**config.mk**
```make
export PLATFORM = sky130hd
export DESIGN_NAME = writeback_unit
export DESIGN_NICKNAME = d
export VERILOG_FILES = /design/src/rtl/writeback_unit.sv
export SDC_FILE = /design/constraint.sdc
export NUM_CORES = 1
export LEC_CHECK = 0
export BUFFER_PORTS_ARGS = -buffer_cell sky130_fd_sc_hd__buf_2
export CORE_AREA = 2 2 114 116
export DETAILED_ROUTE_END_ITERATION = 16
export DIE_AREA = 0 0 116 118
export PLACE_DENSITY = 0.89
export SYNTH_ARGS = -nofsm -noshare
export SYNTH_HDL_FRONTEND = slang
export SYNTH_SLANG_ARGS = --single-unit
```
**constraint.sdc**
```tcl
create_clock -name clk -period 3.3 [get_ports clk]
set_clock_uncertainty 0.2 [all_clocks]
set_input_delay 0.165 -clock clk [delete_from_list [all_inputs] [get_ports clk]]
set_output_delay 0.165 -clock clk [all_outputs]
set_load 0.02 [all_outputs]
```
**src/rtl/writeback_unit.sv**
```systemverilog
// Write-back stage: arbitrates ALU and load results onto the register file's
// single write port, formats load data, and exposes the registered write as a bypass.
module writeback_unit #(
  parameter int XLEN         = 64,
  parameter int STARVE_LIMIT = 4
) (
  input  logic            clk,
  input  logic            reset,
  input  logic            alu_valid,
  output logic            alu_ready,
  input  logic [4:0]      alu_rd,
  input  logic [XLEN-1:0] alu_data,
  input  logic            mem_valid,
  output logic            mem_ready,
  input  logic [4:0]      mem_rd,
  input  logic [XLEN-1:0] mem_data,
  input  logic [1:0]      mem_size,
  input  logic            mem_unsigned,
  input  logic [2:0]      mem_byte_off,
  output logic            rf_we,
  output logic [4:0]      rf_rd,
  output logic [XLEN-1:0] rf_wdata,
  output logic            fwd_valid,
  output logic [4:0]      fwd_rd,
  output logic [XLEN-1:0] fwd_data,
  output logic            alu_starved
);

  localparam int CW = 4;
  localparam logic [CW-1:0] LIMIT = CW'(STARVE_LIMIT);

  logic [CW-1:0]   starveCnt_q, starveCnt_d;
  logic            we_q, we_d;
  logic [4:0]      rd_q, rd_d;
  logic [XLEN-1:0] wdata_q, wdata_d;

  logic            aluGrant, memGrant, starved;
  logic [2:0]      lane;
  logic [XLEN-1:0] shifted, loadData;

  // MEM normally wins a tie; the ALU takes over once it has lost LIMIT times in a row.
  always_comb begin
    aluGrant = 1'b0;
    memGrant = 1'b0;
    starved  = 1'b0;
    if (!reset) begin
      if (alu_valid && mem_valid) begin
        if (starveCnt_q >= LIMIT) begin
          aluGrant = 1'b1;
          starved  = 1'b1;
        end else begin
          memGrant = 1'b1;
        end
      end else if (alu_valid) begin
        aluGrant = 1'b1;
      end else if (mem_valid) begin
        memGrant = 1'b1;
      end
    end
  end

  assign alu_ready   = aluGrant;
  assign mem_ready   = memGrant;
  assign alu_starved = starved;

  always_comb begin
    starveCnt_d = starveCnt_q;
    if (!alu_valid || aluGrant) begin
      starveCnt_d = '0;
    end else if (starveCnt_q < LIMIT) begin
      starveCnt_d = starveCnt_q + 1'b1;
    end
  end

  // Misaligned offsets are rounded down to the natural alignment of the access.
  always_comb begin
    case (mem_size)
      2'd0:    lane = mem_byte_off;
      2'd1:    lane = {mem_byte_off[2:1], 1'b0};
      2'd2:    lane = {mem_byte_off[2], 2'b00};
      default: lane = 3'd0;
    endcase
  end

  assign shifted = mem_data >> {lane, 3'b000};

  always_comb begin
    case (mem_size)
      2'd0: loadData = mem_unsigned ? {{(XLEN-8){1'b0}}, shifted[7:0]}
                                    : {{(XLEN-8){shifted[7]}}, shifted[7:0]};
      2'd1: loadData = mem_unsigned ? {{(XLEN-16){1'b0}}, shifted[15:0]}
                                    : {{(XLEN-16){shifted[15]}}, shifted[15:0]};
      2'd2: loadData = mem_unsigned ? {{(XLEN-32){1'b0}}, shifted[31:0]}
                                    : {{(XLEN-32){shifted[31]}}, shifted[31:0]};
      default: loadData = shifted;
    endcase
  end

  // Writes to x0 are consumed but never reach the register file or the bypass.
  always_comb begin
    we_d    = 1'b0;
    rd_d    = rd_q;
    wdata_d = wdata_q;
    if (aluGrant && alu_rd != 5'd0) begin
      we_d    = 1'b1;
      rd_d    = alu_rd;
      wdata_d = alu_data;
    end else if (memGrant && mem_rd != 5'd0) begin
      we_d    = 1'b1;
      rd_d    = mem_rd;
      wdata_d = loadData;
    end
  end

  always_ff @(posedge clk) begin
    if (reset) begin
      starveCnt_q <= '0;
      we_q        <= 1'b0;
      rd_q        <= 5'd0;
      wdata_q     <= '0;
    end else begin
      starveCnt_q <= starveCnt_d;
      we_q        <= we_d;
      rd_q        <= rd_d;
      wdata_q     <= wdata_d;
    end
  end

  assign rf_we     = we_q;
  assign rf_rd     = rd_q;
  assign rf_wdata  = wdata_q;
  assign fwd_valid = we_q;
  assign fwd_rd    = rd_q;
  assign fwd_data  = wdata_q;

endmodule
```
==> flow_metrics.env <==
export IMPL_path_cells="dlygate4sd3_1, buf_2, and3b_1, a211oi_1, a211oi_1, o2111a_2, buf_4, o41ai_1, nand2_1, dlygate4sd3_1"
export IMPL_p_int_mw=2.20
export IMPL_synthFlopType="dfxtp_1"
export IMPL_layout_worst_path_cycle_share_pct=95.4
export IMPL_synthesis_nets=821
export IMPL_nFillCells=1037
export IMPL_gp_congestion=0.920
export IMPL_most_common_layout_cells="290 x buf_2, 121 x nand2_1, 112 x dlygate4sd3_1, 74 x dfxtp_1, 36 x a32oi_1"
export IMPL_cpLargestDelayFamily="buffers and inverters"
export IMPL_clock_latency_ns=0.33
export IMPL_cp_required_ns=3.32
export IMPL_setup_viol=0
export IMPL_grt_first_pass_wirelength_mm=35.2
export IMPL_cp_arrival_ns=3.17
export IMPL_rsz0062_at_grt="false"
export IMPL_peakVddDrop_uv=230
export IMPL_drc=0
export IMPL_post_route_min_period_ns=3.15
export IMPL_die_x_um=116
export IMPL_r2r_setup_slack_ns=0.42
export IMPL_fp_dieArea_um2=13700
export IMPL_ioPinCount=291
export IMPL_cts_buffers=9
export IMPL_core_area_um2=12400
export IMPL_clock_path_buffers=2
export IMPL_mostFrequentLayoutCell="buf_2"
export IMPL_p_clk_share_pct=33.3
export IMPL_grt_pass1_vias=6561
export IMPL_dp_slack_ns=0.471
export IMPL_areaGrowthSynthToFinish_pct=47.0
export IMPL_worstSetupEndpoint="fwd_data[52]"
export IMPL_endpoint_kind="flop"
export IMPL_async_flop_share_pct=0
export IMPL_wl_per_cell_um=20.5
export IMPL_overflow=0
export IMPL_fin_setup_tns_ns=0
export IMPL_vias_per_cell=5.95
export IMPL_grt_max_degree=99
export IMPL_maxSlewHeadroom_pct=52.0
export IMPL_leakagePower_nw=4.04
export IMPL_first_pass_iters=5
export IMPL_critical_path_buf_inv_count=4
export IMPL_wirelength_mm=23.5
export IMPL_antenna_left=0
export IMPL_r2r_end="fwd_data[42]"
export IMPL_power_switching_mw=1.16
export IMPL_cp_start_kind="input pin"
export IMPL_hold_path_class="input pin to flop"
export IMPL_crit_path_start="mem_data[39]"
export IMPL_worst_path_max_delay_cell="dlygate4sd3_1"
export IMPL_syn_area_um2=5320
export IMPL_die_y_um=118
export IMPL_drt_iter0_markers=640
export IMPL_cts_root_buf="clkbuf_16"
export IMPL_cts_tree="yes"
export IMPL_port_buffers=290
export IMPL_drive_gt1_share_pct=35.7
export IMPL_p_seq_share_pct=31.9
export IMPL_status="completed"
export IMPL_synth_warning_count=0
export IMPL_cp_max_fo=27
export IMPL_slew_violations=0
export IMPL_pwr_share_comb_pct=34.9
export IMPL_cp_num_cells=10
export IMPL_clock_fmax_mhz=318
export IMPL_ys_seq_area_share_pct=27.9
export IMPL_cpPeakStageDelay_ns=0.57
export IMPL_syn_avg_cell_area_um2=7.91
export IMPL_path_clk_slew_ns=0.06
export IMPL_synthCells=672
export IMPL_tightestPinTransition_ns=0.719
export IMPL_hold_violations=0
export IMPL_post_dp_hpwl_mm=15.4
export IMPL_min_from="alu_data[4]"
export IMPL_num_vias=6825
export IMPL_synth_ff_latch_count=74
export IMPL_postLayoutSetupSlackWorst_ns=0.153
export IMPL_regToRegStartpoint="starveCnt_q[2]"
export IMPL_sw_frac_of_total_pct=34.6
export IMPL_power_density_nw_per_um2=430
export IMPL_crit_type="input pin to flop"
export IMPL_cap_viol_max_count=0
export IMPL_synth_edf_count=0
export IMPL_fin_nets=1118
export IMPL_ys_types=57
export IMPL_rows=41
export IMPL_htree_levels=3
export IMPL_antenna_found_initial=1
export IMPL_grtUsageTotal_pct=32.9
export IMPL_start_util_pct=42.8
export IMPL_r2r_cells=10
export IMPL_cts_sinks=74
worst min-delay path by stage:
| stage | end | cells past startpoint |
|---|---|---|
| after global placement | fwd_data[2] | 2 |
| after detailed placement | fwd_data[3] | 2 |
| after global routing | fwd_data[4] | 3 |
| final | fwd_data[4] | 3 |
| after CTS | fwd_rd[2] | 2 |
| after floorplan | fwd_rd[3] | 2 |
layout make-up:
cell class | instances | area [um2] | area share [%]
Sequential cell | 74 | 1480 | 19.0
Multi-Input combinational cell | 460 | 3030 | 38.8
Antenna cell | 1 | 2.50 | 0.0320
Clock buffer | 12 | 267 | 3.41
Timing Repair Buffer | 419 | 2730 | 34.9
Inverter | 5 | 18.8 | 0.240
Clock inverter | 4 | 72.6 | 0.929
Tap cell | 172 | 215 | 2.76
worst min-delay path: cells and delay by family:
kind | cells | cell delay (ns)
compound gates | 2 | 0.22
buf+inv | 1 | 0.10
synth_stat cells, drive strengths merged, types with 2 or more instances:
library cell  count  area, um2
or4              11       82.6
mux2i            13        130
a311oi            7       61.3
nor2b             6       37.5
a22o              9       78.8
a211oi           15        113
nand3             6       30.0
nand2           121        454
or3b              2       17.5
buf              99        683
o21ai            27        135
o21a              5       37.5
inv               5       18.8
a2111oi           3       26.3
nor3b             2       20.0
a221oi            9       78.8
nor4              2       12.5
nand2b            5       31.3
mux2              6       67.6
a31oi             5       31.3
and3b             2       17.5
nor4b             2       23.8
o22ai             5       31.3
a22oi             5       37.5
o211ai            3       22.5
nor2             27        106
a21oi            35        175
dfxtp            74       1480
a221o             2       20.0
o41ai            32        280
and2              4       25.0
mux4              6        135
a21o             32        240
clkbuf           34        128
a32oi            36        315
and3              2       12.5
cells by family after synthesis:
family | count (synthesis) | share of synthesized area, %
muxes | 25 | 6.26
other | 1 | 0.0706
and+or+nand+nor | 196 | 17.0
DFF | 74 | 27.9
AOI/OAI and AO/OA | 237 | 33.0
buffers and inverters | 138 | 15.6
adders and majority gates | 1 | 0.235
registers in the layout, summed over array words and instances, names as in the netlist:
| name | cells |
|---|---|
| fwd_rd | 5 |
| fwd_data | 64 |
| starveCnt_q | 4 |
| fwd_valid | 1 |
routing by layer:
layer / GRT usage (%) / vias to the layer above / share of wire, %
li1: - / 3063 / -
met3: 7.47 / 94 / 9.4
met5: 0 / - / 0
met2: 54.7 / 480 / 47
met1: 38.2 / 3188 / 38
met4: 19.1 / 0 / 5.2
power groups by stage:
| stage | Sequential, mW | Clock (mW) | Combinational (mW) |
|---|---|---|---|
| final | 1.07 | 1.12 | 1.17 |
| after CTS | 1.07 | 1.13 | 1.14 |
| after global placement | 1.08 | 0 | 0.996 |
| after global routing | 1.08 | 1.17 | 1.24 |
| after floorplan | 1.19 | 0 | 0.613 |
| after detailed placement | 1.08 | 0 | 1.01 |
timing repair:
item / in CTS / in global routing
resized for setup: 0 / 4
setup endpoints to repair: 0 / 30
hold buffers: 112 / 0
hold endpoints to repair: 66 / 0
buffers inserted: 0 / 0
metrics by stage:
step / std cells / hold WS, ns / instance area (um2) / utilization (%) / power [mW]
floorplan: 672 / 0.101 / 5320 / - / 1.81
global placement: 1018 / 0.195 / 6340 / 51.0 / 2.08
detailed placement: 1018 / 0.199 / 6340 / 51.0 / 2.09
CTS: 1146 / 0.000494 / 7800 / 62.8 / 3.33
global route: 1147 / 0.0122 / 7810 / 62.9 / 3.50
finish: 1147 / 0.00664 / 7810 / 62.9 / 3.36
Power figures use the tool's default switching activity.
